### config.mk
export PLATFORM = sky130hd
export DESIGN_NAME = inst_fetch_flat
export DESIGN_NICKNAME = d
export VERILOG_FILES = /design/src/rtl/inst_fetch_if.sv /design/src/rtl/inst_fetch.sv /design/src/flat_wrapper.sv
export SDC_FILE = /design/constraint.sdc
export NUM_CORES = 1
export LEC_CHECK = 0
export BUFFER_PORTS_ARGS = -buffer_cell sky130_fd_sc_hd__buf_2
export CAP_MARGIN = 20
export CORE_UTILIZATION = 56
export CTS_BUF_LIST = sky130_fd_sc_hd__clkbuf_16
export DETAILED_ROUTE_END_ITERATION = 8
export PLACE_DENSITY = 0.87
export SYNTH_ARGS = -nofsm -noshare
export SYNTH_HDL_FRONTEND = slang
export SYNTH_SLANG_ARGS = --single-unit
### constraint.sdc
create_clock -name clk -period 7.6 [get_ports clk]
set_input_delay 1.14 -clock clk [delete_from_list [all_inputs] [get_ports clk]]
set_output_delay 1.14 -clock clk [all_outputs]
set_load 0.1 [all_outputs]
### src/rtl/inst_fetch_if.sv
// inst_fetch_if: memory request/response, redirect and decode handshake bundle.
// id_misalign exists only when IFETCH_MISALIGN_CHECK_EN is defined.
interface inst_fetch_if;
   logic        imem_req_valid;
   logic        imem_req_ready;
   logic [31:0] imem_req_addr;
   logic        imem_rsp_valid;
   logic [31:0] imem_rsp_data;
   logic        redirect_valid;
   logic [31:0] redirect_pc;
   logic        id_valid;
   logic        id_ready;
   logic [31:0] id_inst;
   logic [31:0] id_pc;
`ifdef IFETCH_MISALIGN_CHECK_EN
   logic        id_misalign;

   modport master (
      output imem_req_valid, imem_req_addr,
      input  imem_req_ready,
      input  imem_rsp_valid, imem_rsp_data,
      input  redirect_valid, redirect_pc,
      output id_valid, id_inst, id_pc, id_misalign,
      input  id_ready
   );
   modport slave (
      input  imem_req_valid, imem_req_addr,
      output imem_req_ready,
      output imem_rsp_valid, imem_rsp_data,
      output redirect_valid, redirect_pc,
      input  id_valid, id_inst, id_pc, id_misalign,
      output id_ready
   );
`else
   modport master (
      output imem_req_valid, imem_req_addr,
      input  imem_req_ready,
      input  imem_rsp_valid, imem_rsp_data,
      input  redirect_valid, redirect_pc,
      output id_valid, id_inst, id_pc,
      input  id_ready
   );
   modport slave (
      input  imem_req_valid, imem_req_addr,
      output imem_req_ready,
      output imem_rsp_valid, imem_rsp_data,
      output redirect_valid, redirect_pc,
      input  id_valid, id_inst, id_pc,
      output id_ready
   );
`endif
endinterface

### src/rtl/inst_fetch.sv
// inst_fetch: request FSM, in-order response buffer and redirect drain.
// Macro IFETCH_MISALIGN_CHECK_EN adds a misaligned-redirect NOP entry.
module inst_fetch #(
   parameter logic [31:0] RESET_PC  = 32'h0000_0000,
   parameter int          BUF_DEPTH = 2
) (
   input logic          clk,
   input logic          rst_n,
   inst_fetch_if.master bus
);
   localparam int AW = $clog2(BUF_DEPTH);
   localparam int CW = AW + 1;
   localparam logic [CW-1:0] DEPTH_C = CW'(BUF_DEPTH);
   localparam logic [31:0] NOP = 32'h0000_0013;

   typedef enum logic [1:0] {IDLE, RUN, DRAIN} state_e;

   state_e        state_q, state_d;
   logic [31:0]   fetch_pc_q, fetch_pc_d;
   logic [31:0]   rsp_pc_q, rsp_pc_d;
   logic [CW-1:0] out_q, out_d;
   logic [CW-1:0] drop_q, drop_d;
   logic [CW-1:0] cnt_q, cnt_d;
   logic [AW-1:0] wptr_q, wptr_d;
   logic [AW-1:0] rptr_q, rptr_d;
   logic [31:0]   inst_mem [BUF_DEPTH];
   logic [31:0]   pc_mem [BUF_DEPTH];

   logic [CW:0]   occ;
   logic [31:0]   tgt;
   logic          req_ok, req_fire;
   logic          rsp_any, rsp_take;
   logic          push, pop, head_v;
   logic          mis_redir, mis_hold, mis_pend;
   logic [31:0]   mis_pc;

   assign tgt      = bus.redirect_pc & 32'hFFFF_FFFC;
   assign occ      = {1'b0, out_q} + {1'b0, cnt_q};
   assign req_ok   = (state_q == RUN) && !mis_hold &&
                     (occ < {1'b0, DEPTH_C});
   assign req_fire = req_ok && bus.imem_req_ready;
   // Beats with nothing in flight are spurious and ignored.
   assign rsp_any  = bus.imem_rsp_valid &&
                     ((out_q != '0) || (drop_q != '0));
   assign rsp_take = bus.imem_rsp_valid &&
                     (drop_q == '0) && (out_q != '0);
   assign head_v   = (cnt_q != '0);
   assign pop      = head_v && bus.id_ready;

   always_comb begin
      state_d    = state_q;
      fetch_pc_d = fetch_pc_q;
      rsp_pc_d   = rsp_pc_q;
      out_d      = out_q;
      drop_d     = drop_q;
      cnt_d      = cnt_q;
      wptr_d     = wptr_q;
      rptr_d     = rptr_q;
      push       = 1'b0;
      if (bus.redirect_valid) begin
         fetch_pc_d = tgt;
         rsp_pc_d   = tgt;
         drop_d     = drop_q + out_q + CW'(req_fire) - CW'(rsp_any);
         out_d      = '0;
         cnt_d      = '0;
         wptr_d     = '0;
         rptr_d     = '0;
         state_d    = ((drop_d != '0) && !mis_redir) ? DRAIN : RUN;
      end else begin
         push = rsp_take;
         if (req_fire) fetch_pc_d = fetch_pc_q + 32'd4;
         if (rsp_take) begin
            rsp_pc_d = rsp_pc_q + 32'd4;
            wptr_d   = wptr_q + AW'(1);
         end
         if (pop) rptr_d = rptr_q + AW'(1);
         if (rsp_any && (drop_q != '0)) drop_d = drop_q - CW'(1);
         out_d = out_q + CW'(req_fire) - CW'(rsp_take);
         cnt_d = cnt_q + CW'(rsp_take) - CW'(pop);
         unique case (state_q)
            IDLE:    state_d = RUN;
            DRAIN:   if (drop_d == '0) state_d = RUN;
            default: state_d = state_q;
         endcase
      end
   end

   always_ff @(posedge clk or negedge rst_n) begin
      if (!rst_n) begin
         state_q    <= IDLE;
         fetch_pc_q <= RESET_PC;
         rsp_pc_q   <= RESET_PC;
         out_q      <= '0;
         drop_q     <= '0;
         cnt_q      <= '0;
         wptr_q     <= '0;
         rptr_q     <= '0;
      end else begin
         state_q    <= state_d;
         fetch_pc_q <= fetch_pc_d;
         rsp_pc_q   <= rsp_pc_d;
         out_q      <= out_d;
         drop_q     <= drop_d;
         cnt_q      <= cnt_d;
         wptr_q     <= wptr_d;
         rptr_q     <= rptr_d;
      end
   end

   always_ff @(posedge clk) begin
      if (push) begin
         inst_mem[wptr_q] <= bus.imem_rsp_data;
         pc_mem[wptr_q]   <= rsp_pc_q;
      end
   end

`ifdef IFETCH_MISALIGN_CHECK_EN
   logic        mis_hold_q, mis_arm_q, mis_pend_q;
   logic [31:0] mis_pc_q;

   assign mis_redir = bus.redirect_valid &&
                      (bus.redirect_pc[1:0] != 2'b00);

   // Arm delays the NOP by one cycle so id_valid drops after redirect.
   always_ff @(posedge clk or negedge rst_n) begin
      if (!rst_n) begin
         mis_hold_q <= 1'b0;
         mis_arm_q  <= 1'b0;
         mis_pend_q <= 1'b0;
         mis_pc_q   <= '0;
      end else if (bus.redirect_valid) begin
         mis_hold_q <= mis_redir;
         mis_arm_q  <= mis_redir;
         mis_pend_q <= 1'b0;
         mis_pc_q   <= bus.redirect_pc;
      end else if (mis_arm_q) begin
         mis_arm_q  <= 1'b0;
         mis_pend_q <= 1'b1;
      end else if (mis_pend_q && bus.id_ready) begin
         mis_pend_q <= 1'b0;
      end
   end

   assign mis_hold        = mis_hold_q;
   assign mis_pend        = mis_pend_q;
   assign mis_pc          = mis_pc_q;
   assign bus.id_misalign = mis_pend_q;
`else
   assign mis_redir = 1'b0;
   assign mis_hold  = 1'b0;
   assign mis_pend  = 1'b0;
   assign mis_pc    = '0;
`endif

   assign bus.imem_req_valid = req_ok;
   assign bus.imem_req_addr  = fetch_pc_q;
   assign bus.id_valid       = head_v | mis_pend;
   assign bus.id_inst = mis_pend ? NOP :
                        head_v   ? inst_mem[rptr_q] : '0;
   assign bus.id_pc   = mis_pend ? mis_pc :
                        head_v   ? pc_mem[rptr_q] : '0;
endmodule
### src/flat_wrapper.sv
// flat-port wrapper written by rule: the top's interface ports become plain ports
module inst_fetch_flat 
#(
   parameter logic [31:0] RESET_PC  = 32'h0000_0000,
   parameter int          BUF_DEPTH = 2
)
  (clk, rst_n, bus_imem_req_valid, bus_imem_req_addr, bus_imem_req_ready, bus_imem_rsp_valid, bus_imem_rsp_data, bus_redirect_valid, bus_redirect_pc, bus_id_valid, bus_id_inst, bus_id_pc, bus_id_ready);
  inst_fetch_if bus_i ();
  input logic clk;
  input logic rst_n;
  output wire logic [$bits(bus_i.imem_req_valid)-1:0] bus_imem_req_valid;
  output wire logic [$bits(bus_i.imem_req_addr)-1:0] bus_imem_req_addr;
  input wire logic [$bits(bus_i.imem_req_ready)-1:0] bus_imem_req_ready;
  input wire logic [$bits(bus_i.imem_rsp_valid)-1:0] bus_imem_rsp_valid;
  input wire logic [$bits(bus_i.imem_rsp_data)-1:0] bus_imem_rsp_data;
  input wire logic [$bits(bus_i.redirect_valid)-1:0] bus_redirect_valid;
  input wire logic [$bits(bus_i.redirect_pc)-1:0] bus_redirect_pc;
  output wire logic [$bits(bus_i.id_valid)-1:0] bus_id_valid;
  output wire logic [$bits(bus_i.id_inst)-1:0] bus_id_inst;
  output wire logic [$bits(bus_i.id_pc)-1:0] bus_id_pc;
  input wire logic [$bits(bus_i.id_ready)-1:0] bus_id_ready;
  assign bus_imem_req_valid = bus_i.imem_req_valid;
  assign bus_imem_req_addr = bus_i.imem_req_addr;
  assign bus_i.imem_req_ready = bus_imem_req_ready;
  assign bus_i.imem_rsp_valid = bus_imem_rsp_valid;
  assign bus_i.imem_rsp_data = bus_imem_rsp_data;
  assign bus_i.redirect_valid = bus_redirect_valid;
  assign bus_i.redirect_pc = bus_redirect_pc;
  assign bus_id_valid = bus_i.id_valid;
  assign bus_id_inst = bus_i.id_inst;
  assign bus_id_pc = bus_i.id_pc;
  assign bus_i.id_ready = bus_id_ready;
  inst_fetch #(.RESET_PC(RESET_PC), .BUF_DEPTH(BUF_DEPTH)) u_core (.clk(clk), .rst_n(rst_n), .bus(bus_i));
endmodule
==> impl_metrics.tcl, run 1 <==
set metrics [dict create \
    post-route-period-util_pct 50.8 \
    ir_drop_mv 0.261 \
    cts_setup_buffers 0 \
    dp.cells 1061 \
    r2r_cells 7 \
    grt_pass1_wl_um 29800 \
    num_antenna_cells 0 \
    tightestPinTransition_ns 1.11 \
    worstPathMaxFanout 13 \
    synth_ff_type "edfxtp_1" \
    synth-edff-count 124 \
    routabilityCongestion 0.927 \
    portBuffers 161 \
    nets 949 \
    final_core_util_pct 67.7 \
    hp-start "u_core.rsp_pc_q[12]" \
    met3_usage_pct 5.15 \
    required_ns 6.46 \
    syn_area_um2 8820 \
    cell_internal_pwr_w 0.00200 \
    die_h_um 128 \
    ctsResizeCount 0 \
    drv_cap 0 \
    num_vias 6424 \
    cts_hold_buf 0 \
    start_util_pct 57.6 \
    rrSetupSlack_ns 4.35 \
    setup_viol 0 \
    slew_viol_final 0 \
    netSwitchingFraction_pct 48.4 \
    r2r-start "u_core.out_q[0]" \
    slowest_stage "or4b_4" \
    multi_input_area_um2 3130 \
    wire_per_inst_um 17.2 \
    clock_path_buffers 2 \
    via_per_inst 5.88 \
    numCtsBuffers 17 \
    top_usage_layer "met2" \
    worst-endpoint-arrival_ns 2.72 \
    wirelength_um 18800 \
    drt_iter0_drc 518 \
    met2_usage_pct 39.9 \
    area_delta_synth_final_pct 17.5 \
    fin_worst_skew_ns 0.0134 \
    grt.overflow.total 0 \
    cp.depth 6 \
    pwr-share-seq_pct 34.3 \
    tns_ns 0 \
    clk_latency_ns 0.44 \
    drc 0 \
    final_cell_count_no_fill 1093 \
    rsz0062_at_grt "no" \
    hp-class "register to register" \
    synthArstFlopShare_pct 36.1 \
    die_w_um 128 \
    clk_transition_reported_paths_ns 0.07 \
    first_pass_iters 5 \
    critPathBufInv 3 \
    end_kind "output pin" \
    cpPeakStageDelay_ns 0.64 \
    ys_ff_latch 194 \
    drive_above_1_share_pct 24.8 \
    clkPwrFrac_pct 22.3 \
    p_comb_share_pct 43.4 \
    ff_latch_area_um2 5480 \
    grtUsageTotal_pct 23.9 \
    grt_pass1_vias 6049 \
    placement_rows 45 \
    layout_commonest_cell "buf_2" \
    slew_headroom_pct 26.1 \
    final_cell_mix "161 x buf_2, 124 x edfxtp_1, 101 x nor2_1" \
    crit_top_cell "inv_1" \
    hold_depth 0 \
    outcome "finished, final reports clean" \
    p_sw_w 0.00188 \
    fin_area_um2 10400 \
    grt.met1_usage_pct 30.9 \
    cts_root_buf "clkbuf_16" \
    path_class "register to output pin" \
    hpwlAfterDp_um 12300 \
    yosysUniqueCellTypes 50 \
    syn_inst 720 \
    ys_warn_count 0 \
    coreArea_um2 15300 \
    die-area_um2 16300 \
    synth_area_per_cell_um2 12.3 \
    num-fill-cells 1117 \
    finalHoldViolCount 0 \
    tritoncts "built" \
    critPathLaunchType "register" \
    power.density_nw_per_um2 374 \
    num_io_pins 168 \
    place_area_um2 9800 \
    yosysSeqAreaShare_pct 62.0 \
    max_freq_mhz 259 \
    cts_sinks 194 \
    hold_end "u_core.pc_mem[0][12]" \
    crit_family "simple AND/OR/NAND/NOR gates" \
    grt_max_degree 71 \
    path_cells "inv_1, nor2_1, fa_1, or4b_4, inv_1, buf_2" \
    reg2reg_to "u_core.bus.imem_req_addr[21]" \
    fin_crit_ns 3.86 \
    htree_levels 4 \
    leakage_nw 4.01 \
    antenna_left 0 \
    grt_antenna_before_repair 0 \
]
-- power groups by stage --
stage	logic [W]	clock network, W	registers, W
5_1_grt	0.00176	0.000915	0.00135
4_1_cts	0.00169	0.000879	0.00133
6_report	0.00168	0.000864	0.00133
3_5_place_dp	0.00168	0	0.00135
2_1_floorplan	0.00134	0	0.00142
3_3_place_gp	0.00167	0	0.00135
-- cells by family (layout without fill, tap and decap cells) --
logic type	after synthesis	count (layout)	share of synthesized area, %
AOI/OAI and AO/OA	94	94	7.19
adders and majority gates	10	10	1.59
xor gates and xnor gates	25	25	2.48
DFF	194	194	62.0
other	1	4	0.0425
and+or+nand+nor	259	259	15.0
muxes	77	77	8.93
buffers and inverters	60	219	2.75
-- state kept, by name, indices dropped and copies added, names as in the netlist --
signal                    flops
u_core.bus.imem_req_addr     30
u_core.drop_q                 2
u_core.wptr_q                 1
u_core.inst_mem              64
u_core.rptr_q                 1
u_core.out_q                  2
u_core.state_q                2
u_core.pc_mem                60
u_core.cnt_q                  2
u_core.rsp_pc_q              30
-- worst max path at each step --
| stage | slack, ns | endpoint | from |
|---|---|---|---|
| after floorplan | 1.24 | u_core.inst_mem[0][0] | bus_redirect_valid |
| final | 3.74 | bus_imem_req_valid | u_core.out_q[0] |
| after CTS | 3.73 | bus_imem_req_valid | u_core.out_q[0] |
| after detailed placement | 4.21 | bus_imem_req_valid | u_core.out_q[0] |
| after global routing | 3.65 | bus_imem_req_valid | u_core.out_q[0] |
| after global placement | 4.25 | bus_imem_req_valid | u_core.out_q[0] |
-- layout make-up --
| type | count | area share, % |
|---|---|---|
| inverters | 20 | 0.724 |
| clock inverters | 15 | 1.38 |
| multi-input cells | 469 | 30.2 |
| well taps | 211 | 2.55 |
| repair buffers | 167 | 8.21 |
| clock buffers | 17 | 4.10 |
| flip-flops and latches | 194 | 52.8 |
-- through the flow --
stage               setup WS [ns]  hold slack (ns)  power (W)
floorplan                    1.24            0.440    0.00275
global placement             4.25            0.485    0.00301
detailed placement           4.21            0.501    0.00304
CTS                          3.73            0.518    0.00390
global route                 3.65            0.537    0.00402
finish                       3.74            0.522    0.00388
-- layer usage --
layer | share of wire (%) | up-vias
li1 | - | 3004
met1 | 43 | 3094
met2 | 48 | 298
met3 | 7.2 | 28
met4 | 1.9 | 0
met5 | 0 | -
-- synth_stat cells (all sizes together), types with 2 or more instances --
cell,number,area (um2)
nand2b,3,18.8
fa,2,40.0
nand4,15,93.8
dfrtp,70,1750
a31oi,33,206
a21oi,4,20.0
a211oi,8,60.1
a21o,2,15.0
a21boi,3,22.5
and4,7,61.3
clkbuf,30,113
or4,26,195
nor3,15,75.1
xor2,10,87.6
edfxtp,124,3720
xnor2,15,131
buf,10,55.1
o31ai,22,165
mux2,14,158
nor4,11,68.8
nand3,16,80.1
o21ai,13,65.1
and3,10,62.6
or3,10,62.6
and2,2,12.5
or2,3,18.8
nor2,102,383
nand2,31,116
ha,8,100
mux2i,63,631
nor2b,3,18.8
inv,20,75.1
(Power assumes the default switching activity.)
==> inputs of run 2 (changes only) <==
Settings changed: ABC_AREA from default to 1, PLACE_DENSITY 0.87 to 0.86.
Clock period 7.6 ns to 3.85 ns, I/O delays scaled along.
==> run 2 against run 1 <==
- clock power increased by 100%
- via count is 23% higher
- routed wire length up 18%
- critical path type unchanged
- clock skew decreased by 0.0033 ns
- power is 120% higher
- critical endpoint is now bus_id_inst[17]
- core utilization fell by 0.63 points
- largest cell class unchanged
- non-clock buffer count up 6
==> impl_metrics.tcl, run 2 <==
set metrics [dict create \
    path_cells "inv_2, buf_4, nand2_1, a21oi_1, buf_2" \
    synth-edff-count 124 \
    grt_pass1_wl_um 35800 \
    clkPwrFrac_pct 20.4 \
    yosysUniqueCellTypes 40 \
    final_cell_mix "366 x nand2_1, 161 x buf_2, 124 x edfxtp_1" \
    tns_ns 0 \
    synth_ff_type "edfxtp_1" \
    portBuffers 161 \
    outcome "finished, final reports clean" \
    antenna_left 0 \
    slew_headroom_pct 37.0 \
    largest_reg_flops 64 \
    clock_path_buffers 2 \
    clk_latency_ns 0.44 \
    area_delta_synth_final_pct 16.7 \
    synth_top_area_share_pct 38.9 \
    required_ns 3.27 \
    synth_area_per_cell_um2 8.88 \
    cts_hold_buf 0 \
    cts_root_buf "clkbuf_16" \
    drive_above_1_share_pct 20.9 \
    post-route-period-util_pct 78.5 \
    cts_sinks 194 \
    grtUsageTotal_pct 25.9 \
    p_sw_w 0.00448 \
    top_register "u_core.inst_mem" \
    pwr-share-seq_pct 32.2 \
    wirelength_um 22200 \
    first_pass_iters 5 \
    start_util_pct 57.5 \
    hp-class "input pin to asynchronous set/reset pin" \
    ys_warn_count 0 \
    ir_drop_mv 0.495 \
    yosys.area.top_type "edfxtp_1" \
    critPathLaunchType "register" \
    synthTopCellsByCount "366 x nand2_1, 124 x edfxtp_1, 98 x a21oi_1" \
    grt.overflow.total 0 \
    clk_transition_reported_paths_ns 0.07 \
    end_kind "output pin" \
    ff_latch_area_um2 5480 \
    num-fill-cells 1289 \
    final_core_util_pct 67.1 \
    num_antenna_cells 0 \
    die_w_um 133 \
    netSwitchingFraction_pct 52.4 \
    cts_setup_buffers 0 \
    cell_internal_pwr_w 0.00407 \
    rsz0062_at_grt "no" \
    synthArstFlopShare_pct 36.1 \
    multi_input_area_um2 3590 \
    worstPathMaxFanout 53 \
    num_io_pins 168 \
    synth_fa_ha_area_share_pct 1.47 \
    routabilityCongestion 0.937 \
    syn_inst 1077 \
    path_class "register to output pin" \
    die_h_um 133 \
    drc 0 \
    syn_area_um2 9560 \
    synth_xor_area_share_pct 1.83 \
    grt_antenna_before_repair 0 \
    num_vias 7916 \
    grt_max_degree 65 \
    slowest_stage "inv_2" \
    p_comb_share_pct 47.4 \
    synthTopCellsByArea "edfxtp_1 39%, dfrtp_1 18%, nand2_1 14%, a21oi_1 5.1%, nor2_1 3.7%" \
    die-area_um2 17600 \
    leakage_nw 4.85 \
    ys_ff_latch 194 \
    synth_top_family_by_area "simple AND/OR/NAND/NOR gates" \
    fin_ws_ns 0.826 \
    slew_viol_final 0 \
    tightestPinTransition_ns 0.945 \
    setup_viol 0 \
    max_freq_mhz 331 \
    tritoncts "built" \
    drt_iter0_drc 568 \
    fin_worst_skew_ns 0.0101 \
    wire_per_inst_um 15.2 \
    grt_pass1_vias 7272 \
    ctsResizeCount 0 \
    cpPeakStageDelay_ns 0.66 \
    via_per_inst 5.41 \
    yosysMostFrequentCell "nand2_1" \
    numCtsBuffers 17 \
    drv_cap 0 \
    placement_rows 47 \
    coreArea_um2 16600 \
    nets 1310 \
    htree_levels 4 \
    worst-endpoint-arrival_ns 2.45 \
    fin_crit_ns 3.02 \
    top_regs "u_core.inst_mem: 64 flops, u_core.pc_mem: 60 flops" \
    hpwlAfterDp_um 15200 \
    pre_cts_ws_ns 1.06 \
    synthMuxAreaShare_pct 0 \
    yosysSeqAreaShare_pct 57.3 \
    power.density_nw_per_um2 766 \
    synth_compound_area_share_pct 8.09 \
    finalHoldViolCount 0 \
    layout_commonest_cell "nand2_1" \
    yosys.area_share.simple_pct 25.8 \
]
## run 2: changes by cell type in the layout (fill, tap and decap cells not counted), moves of 26 or more
cell | previous run | this run
nand2_1 | 31 | 366
nand3_1 | 16 | 64
a21oi_1 | 4 | 98
inv_1 | 23 | 72
or4_1 | 26 | 0
mux2i_1 | 63 | 0
a31oi_1 | 33 | 3
## run 2: path summary, 6_finish.rpt
kind	cells after the start	start	endpoint	slack [ns]
max in group asynchronous	2	rst_n	u_core.bus.imem_req_addr[8]	2.76
min in group clk	1	bus_imem_rsp_data[26]	u_core.inst_mem[0][26]	0.33
min reg2reg	0	u_core.rsp_pc_q[30]	u_core.pc_mem[1][30]	0.51
max	5	u_core.rptr_q	bus_id_inst[17]	0.83
max reg2reg	12	u_core.out_q[0]	u_core.state_q[0]	0.97
min	1	rst_n	u_core.bus.imem_req_addr[30]	0.29
## run 2: logic make-up after synthesis
kind of cell    after synthesis
simple gates                579
flops                       194
compound gates              145
buf+inv                     128
xor+xnor                     20
fa+ha+maj                    10
other cells                   1
## run 2: power by group through the flow
stage | registers [W] | clock network, W | logic (W)
after floorplan | 0.00334 | 0 | 0.00277
after global placement | 0.00278 | 0 | 0.00399
after detailed placement | 0.00279 | 0 | 0.00403
after CTS | 0.00275 | 0.00176 | 0.00406
after global routing | 0.00279 | 0.00184 | 0.00427
final | 0.00276 | 0.00174 | 0.00405
## run 2: cell type report
class	instances	share of cell area, %
Sequential cell	194	49.1
Multi-Input combinational cell	758	32.2
Timing Repair Buffer	173	8.14
Clock buffer	17	3.81
Inverter	86	2.90
Tap cell	220	2.47
Clock inverter	15	1.47
## run 2: worst max-delay path, delay by kind of cell (launching register included)
family                 cells  cell delay (ns)
buffers and inverters      3             1.40
DFF                        1             0.41
AOI/OAI and AO/OA          1             0.12
and+or+nand+nor            1             0.06
## run 2: metal layers
layer	global-route usage, %	vias to the layer above	routed length (um)
met1	35.5	3696	9440
met4	10.5	0	449
met5	0	-	0
met3	3.72	36	1790
li1	-	3831	-
met2	41.9	353	10500
## run 2: through the flow
step	instance area (um2)	total power (W)	cells	hold WS (ns)
floorplan	9580	0.00611	1080	0.282
CTS	11200	0.00857	1463	0.308
detailed placement	10600	0.00682	1431	0.491
global placement	10600	0.00676	1431	0.486
global route	11200	0.00890	1463	0.316
finish	11200	0.00855	1463	0.289
